$ cat config.mk
export PLATFORM = sky130hd
export DESIGN_NAME = spi_resp_slv
export DESIGN_NICKNAME = d
export VERILOG_FILES = /design/src/rtl/spi_resp_slv.sv
export SDC_FILE = /design/constraint.sdc
export NUM_CORES = 1
export LEC_CHECK = 0
export ABC_CLOCK_PERIOD_IN_PS = 2700
export CAP_MARGIN = 20
export CORE_MARGIN = 1.5
export CORE_UTILIZATION = 46
export DETAILED_ROUTE_END_ITERATION = 10
export PLACE_DENSITY = 0.74
export SKIP_LAST_GASP = 1
export SLEW_MARGIN = 10
export SYNTH_ARGS = -nofsm -noshare
export SYNTH_HDL_FRONTEND = slang
export SYNTH_SLANG_ARGS = --single-unit
$ cat constraint.sdc
create_clock -name clk -period 2.7 [get_ports clk]
set_input_delay 0.54 -clock clk [delete_from_list [all_inputs] [get_ports clk]]
set_output_delay 0.54 -clock clk [all_outputs]
set_load 0.005 [all_outputs]
$ cat src/rtl/spi_resp_slv.sv
// SPI mode-0 responder: oversamples SCLK/SS_n/MOSI, returns a preloaded DW-bit word, captures the command.
// Optional SPI_RESP_TRI_EN macro tri-states MISO whenever the responder is not selected and active.
module spi_resp_slv #(
    parameter int DW          = 16,
    parameter int SYNC_STAGES = 2
) (
    input  logic          clk,
    input  logic          rst_n,
    input  logic          SS_n,
    input  logic          SCLK,
    input  logic          MOSI,
    output logic          MISO,
    input  logic          wrt,
    input  logic [DW-1:0] tx_data,
    output logic          rsp_rdy,
    output logic [DW-1:0] cmd_rcvd,
    output logic          cmd_rdy,
    input  logic          clr_cmd_rdy,
    output logic          frame_err
);

    localparam int CW = $clog2(DW + 2);

    typedef enum logic [1:0] {
        WAIT_HIGH = 2'd0,
        IDLE      = 2'd1,
        ACTIVE    = 2'd2
    } state_t;

    logic [SYNC_STAGES-1:0] ss_sync_q, sclk_sync_q, mosi_sync_q;
    logic                   ss_prev_q, sclk_prev_q;
    logic                   ss_s, sclk_s, mosi_s;
    logic                   fall_ss, rise_ss, rise_sclk, fall_sclk;

    state_t          state_q, state_d;
    logic [DW-1:0]   shift_q, shift_d;
    logic [DW-1:0]   buf_q, buf_d;
    logic [DW-1:0]   cmd_q, cmd_d;
    logic [CW-1:0]   cnt_q, cnt_d;
    logic            sample_q, sample_d;
    logic            pend_q, pend_d;
    logic            cmd_rdy_q, cmd_rdy_d;
    logic            rsp_rdy_q, rsp_rdy_d;
    logic            err_q, err_d;
    logic            miso_q, miso_d;

    always_ff @(posedge clk) begin
        if (!rst_n) begin
            ss_sync_q   <= '1;
            sclk_sync_q <= '1;
            mosi_sync_q <= '1;
            ss_prev_q   <= 1'b1;
            sclk_prev_q <= 1'b1;
        end else begin
            ss_sync_q   <= {ss_sync_q[SYNC_STAGES-2:0], SS_n};
            sclk_sync_q <= {sclk_sync_q[SYNC_STAGES-2:0], SCLK};
            mosi_sync_q <= {mosi_sync_q[SYNC_STAGES-2:0], MOSI};
            ss_prev_q   <= ss_sync_q[SYNC_STAGES-1];
            sclk_prev_q <= sclk_sync_q[SYNC_STAGES-1];
        end
    end

    assign ss_s      = ss_sync_q[SYNC_STAGES-1];
    assign sclk_s    = sclk_sync_q[SYNC_STAGES-1];
    assign mosi_s    = mosi_sync_q[SYNC_STAGES-1];
    assign fall_ss   = ss_prev_q & ~ss_s;
    assign rise_ss   = ~ss_prev_q & ss_s;
    assign rise_sclk = ~sclk_prev_q & sclk_s;
    assign fall_sclk = sclk_prev_q & ~sclk_s;

    always_ff @(posedge clk) begin
        if (!rst_n) begin
            state_q   <= WAIT_HIGH;
            shift_q   <= '0;
            buf_q     <= '0;
            cmd_q     <= '0;
            cnt_q     <= '0;
            sample_q  <= 1'b0;
            pend_q    <= 1'b0;
            cmd_rdy_q <= 1'b0;
            rsp_rdy_q <= 1'b0;
            err_q     <= 1'b0;
            miso_q    <= 1'b0;
        end else begin
            state_q   <= state_d;
            shift_q   <= shift_d;
            buf_q     <= buf_d;
            cmd_q     <= cmd_d;
            cnt_q     <= cnt_d;
            sample_q  <= sample_d;
            pend_q    <= pend_d;
            cmd_rdy_q <= cmd_rdy_d;
            rsp_rdy_q <= rsp_rdy_d;
            err_q     <= err_d;
            miso_q    <= miso_d;
        end
    end

    always_comb begin
        state_d   = state_q;
        shift_d   = shift_q;
        buf_d     = buf_q;
        cmd_d     = cmd_q;
        cnt_d     = cnt_q;
        sample_d  = sample_q;
        pend_d    = pend_q;
        cmd_rdy_d = cmd_rdy_q;
        rsp_rdy_d = rsp_rdy_q;
        err_d     = 1'b0;
        miso_d    = (state_q == ACTIVE) ? shift_q[DW-1] : 1'b0;

        if (wrt) begin
            buf_d     = tx_data;
            rsp_rdy_d = 1'b1;
        end
        if (clr_cmd_rdy)
            cmd_rdy_d = 1'b0;

        case (state_q)
            // Synchronizer flops come out of reset high, so SS_n must be seen high
            // for the full chain depth before it is trusted; this drops a torn frame.
            WAIT_HIGH: begin
                if (!ss_s)
                    cnt_d = '0;
                else if (cnt_q == CW'(SYNC_STAGES)) begin
                    cnt_d   = '0;
                    state_d = IDLE;
                end else
                    cnt_d = cnt_q + CW'(1);
            end
            IDLE: begin
                if (fall_ss) begin
                    shift_d   = wrt ? tx_data : buf_q;
                    cnt_d     = '0;
                    pend_d    = 1'b0;
                    rsp_rdy_d = 1'b0;
                    cmd_rdy_d = 1'b0;
                    state_d   = ACTIVE;
                end
            end
            ACTIVE: begin
                if (rise_sclk) begin
                    sample_d = mosi_s;
                    pend_d   = 1'b1;
                    if (cnt_q != CW'(DW + 1))
                        cnt_d = cnt_q + CW'(1);
                end
                if (fall_sclk) begin
                    shift_d = {shift_q[DW-2:0], sample_q};
                    pend_d  = 1'b0;
                end
                if (rise_ss) begin
                    state_d = IDLE;
                    if (cnt_q == CW'(DW)) begin
                        // Fold in the last sample if its SCLK fall never arrived.
                        cmd_d     = pend_q ? {shift_q[DW-2:0], sample_q} : shift_q;
                        cmd_rdy_d = 1'b1;
                    end else
                        err_d = 1'b1;
                end
            end
            default: state_d = WAIT_HIGH;
        endcase
    end

`ifdef SPI_RESP_TRI_EN
    assign MISO = (ss_s || (state_q != ACTIVE)) ? 1'bz : miso_q;
`else
    assign MISO = miso_q;
`endif

    assign rsp_rdy   = rsp_rdy_q;
    assign cmd_rcvd  = cmd_q;
    assign cmd_rdy   = cmd_rdy_q;
    assign frame_err = err_q;

endmodule
==> flow_metrics.env <==
export IMPL_report_final_hold_viol_count=0
export IMPL_insertion_delay_ns=0.35
export IMPL_number_of_antenna_violations_at_the_first_check_in_global_routing=0
export IMPL_layout_area_seq_um2=1380
export IMPL_drt_total_wl_mm=5.86
export IMPL_grt_pass1_wl_mm=10.1
export IMPL_slew_viols_final=0
export IMPL_floorplan_die_area_um2=7200
export IMPL_final_period_minus_worst_setup_slack_ns=2.01
export IMPL_post_route_worst_setup_slack_ns=0.691
export IMPL_p_leak_nw=1.64
export IMPL_avgSynthCellArea_um2=9.64
export IMPL_worst_setup_path_type="reg2reg"
export IMPL_first_global_vias=2246
export IMPL_path_cells="inv_1 -> ha_1 -> nor4b_2 -> or3b_2 -> a21boi_2 -> nand2b_1 -> o31ai_1"
export IMPL_cp_max_stage_cell="sky130_fd_sc_hd__or3b_2"
export IMPL_detailedRoute_firstIterationViolations=152
export IMPL_core_area_um2=6420
export IMPL_fin_nets=392
export IMPL_synth_largest_area_cell="sky130_fd_sc_hd__dfxtp_1"
export IMPL_post_route_cells_drive_above_1_share=0.0771
export IMPL_floorplan_io_pins=43
export IMPL_cts_repair_timing_setup_buffer_count=0
export IMPL_final_common_cell="sky130_fd_sc_hd__dfxtp_1"
export IMPL_drtAntennaViolNets=0
export IMPL_die_height_um=84.9
export IMPL_clock_tree_buffer_depth=2
export IMPL_rows=29
export IMPL_floorplan_initialDensity=0.480
export IMPL_gp_routability_congestion=0.829
export IMPL_mostFrequentLayoutCells="sky130_fd_sc_hd__dfxtp_1, sky130_fd_sc_hd__mux2i_1, sky130_fd_sc_hd__clkdlybuf4s50_1, sky130_fd_sc_hd__nand2_1, sky130_fd_sc_hd__nor2b_1"
export IMPL_violations="DRC"
export IMPL_design_power_total_mw=2.42
export IMPL_placedInstanceArea_um2=3560
export IMPL_max_cap_viol_count=0
export IMPL_cts_tree="yes"
export IMPL_synth_seq_cells=69
export IMPL_timing_slew_headroom=0.648
export IMPL_synth_fp_nets=353
export IMPL_cts_num_sinks=69
export IMPL_ys_top_cells_by_area="sky130_fd_sc_hd__dfxtp_1, sky130_fd_sc_hd__mux2i_1, sky130_fd_sc_hd__nor2b_1"
export IMPL_min_delay_path_class="reg2reg"
export IMPL_netlist_area_um2=3080
export IMPL_critical_path_reg2reg_endpoint="cnt_q[3]$_SDFFE_PN0P_"
export IMPL_setup_violations=0
export IMPL_cts_clk_pin_slew_worst_paths_ns=0.07
export IMPL_hp_start="mosi_sync_q[0]$_SDFF_PN1_"
export IMPL_cpPeakStageDelay_ns=0.46
export IMPL_critical_path_n_buffers_inverters=1
export IMPL_num_fill_cells=585
export IMPL_drt_pre_antenna_iters=7
export IMPL_flow_area_growth_from_synthesis_pct=21.5
export IMPL_grt_overflow_total=0
export IMPL_achievable_frequency_ghz=0.498
export IMPL_pwr_density_cell_nw_per_um2=647
export IMPL_worst_hold_slack_ns=0.410
export IMPL_worst_r2r_startpoint="cnt_q[0]$_SDFFE_PN0P_"
export IMPL_cp_data_arrival_time_ns=2.26
export IMPL_clk_root_buffer_cell="sky130_fd_sc_hd__clkbuf_8"
export IMPL_drc_errors=6
export IMPL_cts_inserted_buffers=9
export IMPL_cts_htree_levels=3
export IMPL_endpoint_kind="register"
export IMPL_synth_cells=320
export IMPL_irDropWorstVdd_v=0.000411
export IMPL_hold_path_depth=1
export IMPL_layout_cell_area_non_filler_um2=3750
export IMPL_post_place_ws_ns=0.674
export IMPL_ys_warn_count=0
export IMPL_yosys_area_top_type_share=0.448
export IMPL_grt_start_max_net_pins=47
export IMPL_wire_per_inst_um=13.3
export IMPL_horiz_die_dim_um=84.9
export IMPL_cell_depth_of_the_worst_flop_to_flop_path=7
export IMPL_rrSetupSlack_ns=0.69
export IMPL_synth_yosys_seq_area_share=0.448
export IMPL_multi_input_area_um2=1570
export IMPL_detail_route_vias_per_cell=5.18
export IMPL_timing_critical_path_fanout_max=6
export IMPL_routed_via_count=2277
export IMPL_cts_hold_buffers_added=0
export IMPL_timing_critical_path_from_type="register"
export IMPL_hold_path_endpoint="mosi_sync_q[1]$_SDFF_PN1_"
export IMPL_rsz0062_at_grt="false"
export IMPL_tns_ns=0
export IMPL_clock_skew_ns=0.0111
export IMPL_antennaDiodeCount=0
export IMPL_io_buffer_count=42
export IMPL_final_period_utilization=0.744
export IMPL_worst_endpoint_required_ns=2.95
export IMPL_run_status="finished, violations left"
export IMPL_place_detailed_hpwl_mm=3.91
export IMPL_tightestPinTransition_ns=0.526
export IMPL_critical_path_top_delay_family="simple AND/OR/NAND/NOR gates"
export IMPL_cts_resized=0
export IMPL_synth_lib_cells_used_distinct=35
export IMPL_groute_usage_overall=0.179
## Yosys cell counts (all sizes together)
library cell / count
inv: 12
or3: 1
o211a: 16
a311oi: 1
a221o: 1
a22oi: 2
and2: 2
nand2b: 10
or3b: 1
a21oi: 3
o21ai: 22
nand2: 40
and3: 1
mux2: 1
buf: 9
nor2: 3
mux2i: 48
a22o: 1
nor3: 1
o22ai: 1
nand4: 2
o31ai: 2
nor3b: 1
nor4b: 1
a32oi: 2
nand3: 8
clkbuf: 11
a21boi: 3
dfxtp: 69
nor2b: 35
ha: 10
## power by group
group,leakage [nW],internal (mW),switching [mW]
Sequential,0.562,1.09,0.0621
Combinational,0.980,0.223,0.240
Clock,0.0950,0.421,0.388
Total,1.64,1.73,0.690
## cell type report
cell class | instances | share of cell area
Tap cell | 77 | 0.0257
Multi-Input combinational cell | 219 | 0.420
Clock inverter | 6 | 0.0174
Inverter | 12 | 0.0120
Timing Repair Buffer | 48 | 0.123
Sequential cell | 69 | 0.369
Clock buffer | 9 | 0.0331
## state kept, by name (all words and copies together) (netlist names)
signal / flops
buf_q: 16
cmd_rcvd: 16
shift_q: 16
cnt_q: 5
mosi_sync_q: 2
sclk_sync_q: 2
ss_sync_q: 2
state_q: 2
MISO: 1
cmd_rdy: 1
frame_err: 1
pend_q: 1
rsp_rdy: 1
sample_q: 1
sclk_prev_q: 1
ss_prev_q: 1
## cell families (layout without fill, tap and decap cells)
logic type               count (synthesis)  count (layout)  share of synthesized area
AO/OA/AOI/OAI                           54              54                      0.127
adder cells (fa/ha/maj)                 10              10                     0.0406
buffers and inverters                   32              75                     0.0434
flip-flops                              69              69                      0.448
multiplexers                            49              49                      0.159
AND/OR/NAND/NOR                        106             106                      0.181
## per-layer routing
metal,track usage,vias to the layer above,part of all wire
met5,0,-,0
met2,0.281,42,0.44
met1,0.232,1053,0.51
met3,0.0370,8,0.038
met4,0.0939,0,0.017
li1,-,1174,-
## worst max-delay path by stage
stage                            startpoint                       end  slack (ns)  depth (start not counted)
finish                cnt_q[0]$_SDFFE_PN0P_     cnt_q[3]$_SDFFE_PN0P_        0.69                          7
detailed placement                      wrt   shift_q[7]$_SDFFE_PN0P_        0.67                          6
CTS                   cnt_q[0]$_SDFFE_PN0P_     cnt_q[3]$_SDFFE_PN0P_        0.68                          7
global route          cnt_q[0]$_SDFFE_PN0P_     cnt_q[3]$_SDFFE_PN0P_        0.49                          7
global placement                        wrt   shift_q[3]$_SDFFE_PN0P_        0.72                          6
floorplan           state_q[0]$_SDFFE_PN0P_  shift_q[10]$_SDFFE_PN0P_        0.87                          8
## stage by stage
step | util | instances
2_1_floorplan | - | 320
3_3_place_gp | 0.554 | 425
3_5_place_dp | 0.554 | 425
4_1_cts | 0.583 | 440
5_1_grt | 0.583 | 440
6_report | 0.583 | 440
Note: power is estimated with default switching activity, not from simulation.
